===== config.mk =====
export PLATFORM = sky130hd
export DESIGN_NAME = btn_panel_ctrl
export DESIGN_NICKNAME = d
export VERILOG_FILES = /design/src/rtl/btn_panel_ctrl.sv
export SDC_FILE = /design/constraint.sdc
export NUM_CORES = 1
export LEC_CHECK = 0
export BUFFER_PORTS_ARGS = -buffer_cell sky130_fd_sc_hd__buf_2
export CORE_UTILIZATION = 30
export CTS_BUF_LIST = sky130_fd_sc_hd__clkbuf_8 sky130_fd_sc_hd__clkbuf_16
export DETAILED_ROUTE_END_ITERATION = 12
export SLEW_MARGIN = 30
export SYNTH_ARGS = -nofsm -noshare
export SYNTH_HDL_FRONTEND = slang
export SYNTH_SLANG_ARGS = --single-unit

===== constraint.sdc =====
create_clock -name sys_clk -period 2.4 [get_ports sys_clk]
set_input_delay 0.12 -clock sys_clk [delete_from_list [all_inputs] [get_ports sys_clk]]
set_output_delay 0.12 -clock sys_clk [all_outputs]
set_load 0.1 [all_outputs]

===== src/rtl/btn_panel_ctrl.sv =====
// btn_panel_ctrl: front-panel push-button conditioner.
// One shared slow tick drives N_BTN independent channels. Each channel runs a
// 2-FF synchroniser, a tick-sampled debouncer, a rising-edge press pulse,
// a long-press pulse and a toggle latch with a synchronous clear.
module btn_panel_ctrl #(
    parameter int N_BTN      = 2,
    parameter int CLK_DIV    = 100000,
    parameter int DEB_TICKS  = 10,
    parameter int LONG_TICKS = 100
) (
    input  logic             sys_clk,
    input  logic             rst_sw,
    input  logic [N_BTN-1:0] bt_in,
    input  logic [N_BTN-1:0] tog_clr,
    output logic             tick,
    output logic [N_BTN-1:0] btn_level,
    output logic [N_BTN-1:0] press_pulse,
    output logic [N_BTN-1:0] long_pulse,
    output logic [N_BTN-1:0] tog_state
);

    // Counter widths are sized from their limits with one spare bit.
    localparam int DIV_W  = $clog2(CLK_DIV) + 1;
    localparam int DEB_W  = $clog2(DEB_TICKS) + 1;
    localparam int HOLD_W = $clog2(LONG_TICKS) + 1;

    localparam logic [DIV_W-1:0]  DIV_LAST  = DIV_W'(CLK_DIV - 1);
    localparam logic [DIV_W-1:0]  DIV_PRE   = DIV_W'(CLK_DIV - 2);
    localparam logic [DEB_W-1:0]  DEB_LAST  = DEB_W'(DEB_TICKS - 1);
    localparam logic [HOLD_W-1:0] HOLD_MAX  = HOLD_W'(LONG_TICKS);
    localparam logic [HOLD_W-1:0] HOLD_LAST = HOLD_W'(LONG_TICKS - 1);

    // ------------------------------------------------------------------
    // Shared tick divider
    // ------------------------------------------------------------------
    logic [DIV_W-1:0] div_cnt_reg;
    logic [DIV_W-1:0] div_cnt_next;
    logic             tick_reg;
    logic             tick_next;

    // Next divider count and the registered tick, which is high exactly in
    // the cycle the counter holds CLK_DIV-1 (decoded one count early).
    always_comb begin
        div_cnt_next = div_cnt_reg + DIV_W'(1);
        if (div_cnt_reg == DIV_LAST) begin
            div_cnt_next = '0;
        end
        tick_next = (div_cnt_reg == DIV_PRE);
    end

    // Divider state registers.
    always_ff @(posedge sys_clk or posedge rst_sw) begin
        if (rst_sw) begin
            div_cnt_reg <= '0;
            tick_reg    <= 1'b0;
        end else begin
            div_cnt_reg <= div_cnt_next;
            tick_reg    <= tick_next;
        end
    end

    assign tick = tick_reg;

    // ------------------------------------------------------------------
    // Per-channel conditioning chain
    // ------------------------------------------------------------------
    genvar gi;
    generate
        for (gi = 0; gi < N_BTN; gi++) begin : g_ch
            logic              sync1_reg;
            logic              sync2_reg;
            logic [DEB_W-1:0]  deb_cnt_reg;
            logic [DEB_W-1:0]  deb_cnt_next;
            logic              level_reg;
            logic              level_next;
            logic              level_dly_reg;
            logic              press_reg;
            logic              press_next;
            logic [HOLD_W-1:0] hold_cnt_reg;
            logic [HOLD_W-1:0] hold_cnt_next;
            logic              long_reg;
            logic              long_next;
            logic              tog_reg;
            logic              tog_next;

            // Two-stage synchroniser for the raw asynchronous button level.
            always_ff @(posedge sys_clk or posedge rst_sw) begin
                if (rst_sw) begin
                    sync1_reg <= 1'b0;
                    sync2_reg <= 1'b0;
                end else begin
                    sync1_reg <= bt_in[gi];
                    sync2_reg <= sync1_reg;
                end
            end

            // Debounce: a differing level must persist for DEB_TICKS
            // consecutive ticks; any agreeing tick restarts the count.
            always_comb begin
                deb_cnt_next = deb_cnt_reg;
                level_next   = level_reg;
                if (tick_reg) begin
                    if (sync2_reg != level_reg) begin
                        if (deb_cnt_reg == DEB_LAST) begin
                            level_next   = sync2_reg;
                            deb_cnt_next = '0;
                        end else begin
                            deb_cnt_next = deb_cnt_reg + DEB_W'(1);
                        end
                    end else begin
                        deb_cnt_next = '0;
                    end
                end
            end

            // Debounced level, its one-cycle-delayed copy and the press pulse
            // that fires the cycle after the accepted level rises.
            always_comb begin
                press_next = level_reg & ~level_dly_reg;
            end

            // Debouncer and press-edge registers.
            always_ff @(posedge sys_clk or posedge rst_sw) begin
                if (rst_sw) begin
                    deb_cnt_reg   <= '0;
                    level_reg     <= 1'b0;
                    level_dly_reg <= 1'b0;
                    press_reg     <= 1'b0;
                end else begin
                    deb_cnt_reg   <= deb_cnt_next;
                    level_reg     <= level_next;
                    level_dly_reg <= level_reg;
                    press_reg     <= press_next;
                end
            end

            // Long press: count ticks while held, saturate at LONG_TICKS and
            // pulse only on the step that reaches it; a low level clears it.
            always_comb begin
                hold_cnt_next = hold_cnt_reg;
                long_next     = 1'b0;
                if (!level_reg) begin
                    hold_cnt_next = '0;
                end else if (tick_reg && (hold_cnt_reg != HOLD_MAX)) begin
                    hold_cnt_next = hold_cnt_reg + HOLD_W'(1);
                    if (hold_cnt_reg == HOLD_LAST) begin
                        long_next = 1'b1;
                    end
                end
            end

            // Long-press registers.
            always_ff @(posedge sys_clk or posedge rst_sw) begin
                if (rst_sw) begin
                    hold_cnt_reg <= '0;
                    long_reg     <= 1'b0;
                end else begin
                    hold_cnt_reg <= hold_cnt_next;
                    long_reg     <= long_next;
                end
            end

            // Toggle latch: clear has priority over a coincident press.
            always_comb begin
                tog_next = tog_reg;
                if (tog_clr[gi]) begin
                    tog_next = 1'b0;
                end else if (press_reg) begin
                    tog_next = ~tog_reg;
                end
            end

            // Toggle register.
            always_ff @(posedge sys_clk or posedge rst_sw) begin
                if (rst_sw) begin
                    tog_reg <= 1'b0;
                end else begin
                    tog_reg <= tog_next;
                end
            end

            assign btn_level[gi]   = level_reg;
            assign press_pulse[gi] = press_reg;
            assign long_pulse[gi]  = long_reg;
            assign tog_state[gi]   = tog_reg;
        end
    endgenerate

endmodule


==> metrics <==
# Max-Cap Violations 0; Worst Setup SP div_cnt_reg[13]$_DFF_PP0_; drt wl/cell 11.9 um; # port buffers 14; syn nets 286; Final Hold Vio Count 6; type of the worst setup path reg2reg; vias in the first global route 1,883; CTS tree built; Post-synth EDFFs 0; ratio of cells with drive above 1 in the final layout 0.140; remaining antenna violation count 0; 1st-iter DRT viols 83; flops & latches, synth 59; dpl hpwl 3150 um; syn avg cell area 10.5 um^2; aggregate negative setup slack 0 ps; total track usage 0.112; fin util 0.350; RSZ-0062 raised after global routing no; Syn Inst Count 270; area post-placement 2980 um^2; Area growth, synth to finish 13.2%; Die H 99.3 um; Pins Over Slew Limit 0; post-synthesis mux area share 0.0229; initial core utilization 0.309; sequential share of the synthesized area 0.519; yosys synthesis warning count 0; largest net degree at the start of global routing 60; CP Capture Type flop; first-pass GRT wire length 8690 um; violated checks negative hold slack; share of the cycle needed by the critical path after routing 0.789; commonest non-fill, non-tap cells in the layout 59 x dfrtp_1, 20 x xnor2_1, 20 x nor2_1; max reg flops 18; Post-Synth XOR/XNOR Area 0.0832; drt first pass iters 4; crit path launch type flop; Worst R2R Path Depth 4; initial antenna violation count 0; r2r endpoint div_cnt_reg[9]$_DFF_PP0_; critical path arrival 2100 ps; Pwr per Cell Area 594 nW/um^2; Leak Pwr 1.43 nW; vias per cell 4.83; Worst Hold Class in2async; worst path required time 2610 ps; Final Non-Filler Cells 403; R2R Setup Slk 510 ps; most common library cell in the layout ignoring fill and taps dfrtp_1; clock skew 5.90 ps; setup repair bufs after CTS 0; die area 9870 um^2; fmax 528 MHz; H-tree levels 3; final setup vio count 0; post-route cell area 3220 um^2; row count 35; reg2reg start div_cnt_reg[13]$_DFF_PP0_; n_diodes 0; core area 9200 um^2; final net count 303; Clock transition at path regs 70 ps; GR Overflow Total 0; Max transition margin 0.499; worst-margin pin slew 741 ps; VDD IR max 431 uV; clock tree sinks 59; worst skew pair latency 330 ps; Num CTS Buffers 9; min Tclk post-route 1890 ps; post_cts resized 0; Synth Area in Adders 0.0440; Root Buffer clkbuf_8; Total Wirelength 4790 um; share of synthesized flip-flops with an asynchronous set or reset 1.00; CTS max path bufs 2; crit path max fanout 9; Inst Count DP 383; final routed DRC violation total 0; main combinational cell family by area after synthesis simple AND/OR/NAND/NOR gates; status finished, violations left; simple-gate portion of the synthesized area 0.222; post-synthesis compound-gate area fraction 0.0634; DR vias 1,947; Fillers 908; die width 99.3 um; # IOs 15; Final GP Congestion 0.771; Hold WS -19.9 ps; synthesized area 2840 um^2; Main synth FF type dfrtp_1; Yosys cell types 40
## critical path: stages (launching register included)
cell,delay (ps)
dfrtp_1,410
or4_1,520
or4_4,540
nor2_4,210
nor2_1,80
## routing by layer
layer,GRT usage,up-vias,wire length [um],share of wire
li1,-,963,-,-
met1,0.152,945,2440,0.51
met2,0.163,30,2090,0.44
met5,0,-,0,0
met3,0.0365,9,179,0.037
met4,0.0475,0,82,0.017
## cell type report
class / count / area [um^2] / share of cell area
Multi-Input combinational cell: 185 / 1240 / 0.385
Clock inverter: 6 / 56.3 / 0.0175
Tap cell: 111 / 139 / 0.0432
Sequential cell: 59 / 1480 / 0.459
Timing Repair Buffer: 20 / 125 / 0.0389
Clock buffer: 10 / 138 / 0.0428
Inverter: 12 / 45.0 / 0.0140
## power by group
part	leakage [nW]	switching [mW]	internal, mW	total [mW]
sequential	0.801	0.00160	0.998	0.999
combinational	0.530	0.0248	0.0118	0.0365
clock	0.103	0.377	0.498	0.875
total	1.43	0.404	1.51	1.91
## through the flow
step / setup WS (ps) / total power [mW]
4_1_cts: 492 / 1.95
3_3_place_gp: 542 / 1.05
3_5_place_dp: 508 / 1.05
5_1_grt: 332 / 1.99
6_report: 507 / 1.91
2_1_floorplan: 368 / 1.04
## logic make-up after synthesis
| logic type | Yosys count |
|---|---|
| AOI/OAI and AO/OA | 28 |
| buffers and inverters | 26 |
| xor gates and xnor gates | 27 |
| DFF | 59 |
| muxes | 6 |
| and+or+nand+nor | 114 |
| adders and majority gates | 10 |
## worst max path at each step
stage	end	cells past startpoint
final	div_cnt_reg[9]$_DFF_PP0_	4
after global routing	g_ch[0].deb_cnt_reg[0]$_DFFE_PP0P_	6
after CTS	div_cnt_reg[9]$_DFF_PP0_	4
after detailed placement	div_cnt_reg[15]$_DFF_PP0_	4
after global placement	div_cnt_reg[10]$_DFF_PP0_	4
after floorplan	g_ch[0].deb_cnt_reg[0]$_DFFE_PP0P_	3
## Yosys cell counts (4+ instances only)
| cell type | instances | area share |
|---|---|---|
| nand2_1 | 16 | 0.021 |
| nand4_1 | 14 | 0.031 |
| dfrtp_1 | 59 | 0.52 |
| nor3b_1 | 4 | 0.011 |
| inv_1 | 12 | 0.016 |
| nand3_1 | 13 | 0.023 |
| nor2_1 | 20 | 0.026 |
| a21boi_0 | 4 | 0.011 |
| nor3_1 | 9 | 0.016 |
| and2_1 | 10 | 0.022 |
| xor2_1 | 7 | 0.022 |
| o21ai_0 | 11 | 0.019 |
| clkbuf_1 | 6 | 0.0079 |
| mux2_2 | 4 | 0.016 |
| nor2b_1 | 4 | 0.0088 |
| buf_4 | 8 | 0.021 |
| ha_1 | 10 | 0.044 |
| or3_1 | 4 | 0.0088 |
| xnor2_1 | 20 | 0.062 |
## timing repair
action | 4_1_cts | 5_1_grt
hold endpoints to repair | 4 | 0
hold buffers | 4 | 0
endpoints found under the setup margin | 0 | 0
Note: power is estimated with default switching activity, not from simulation.
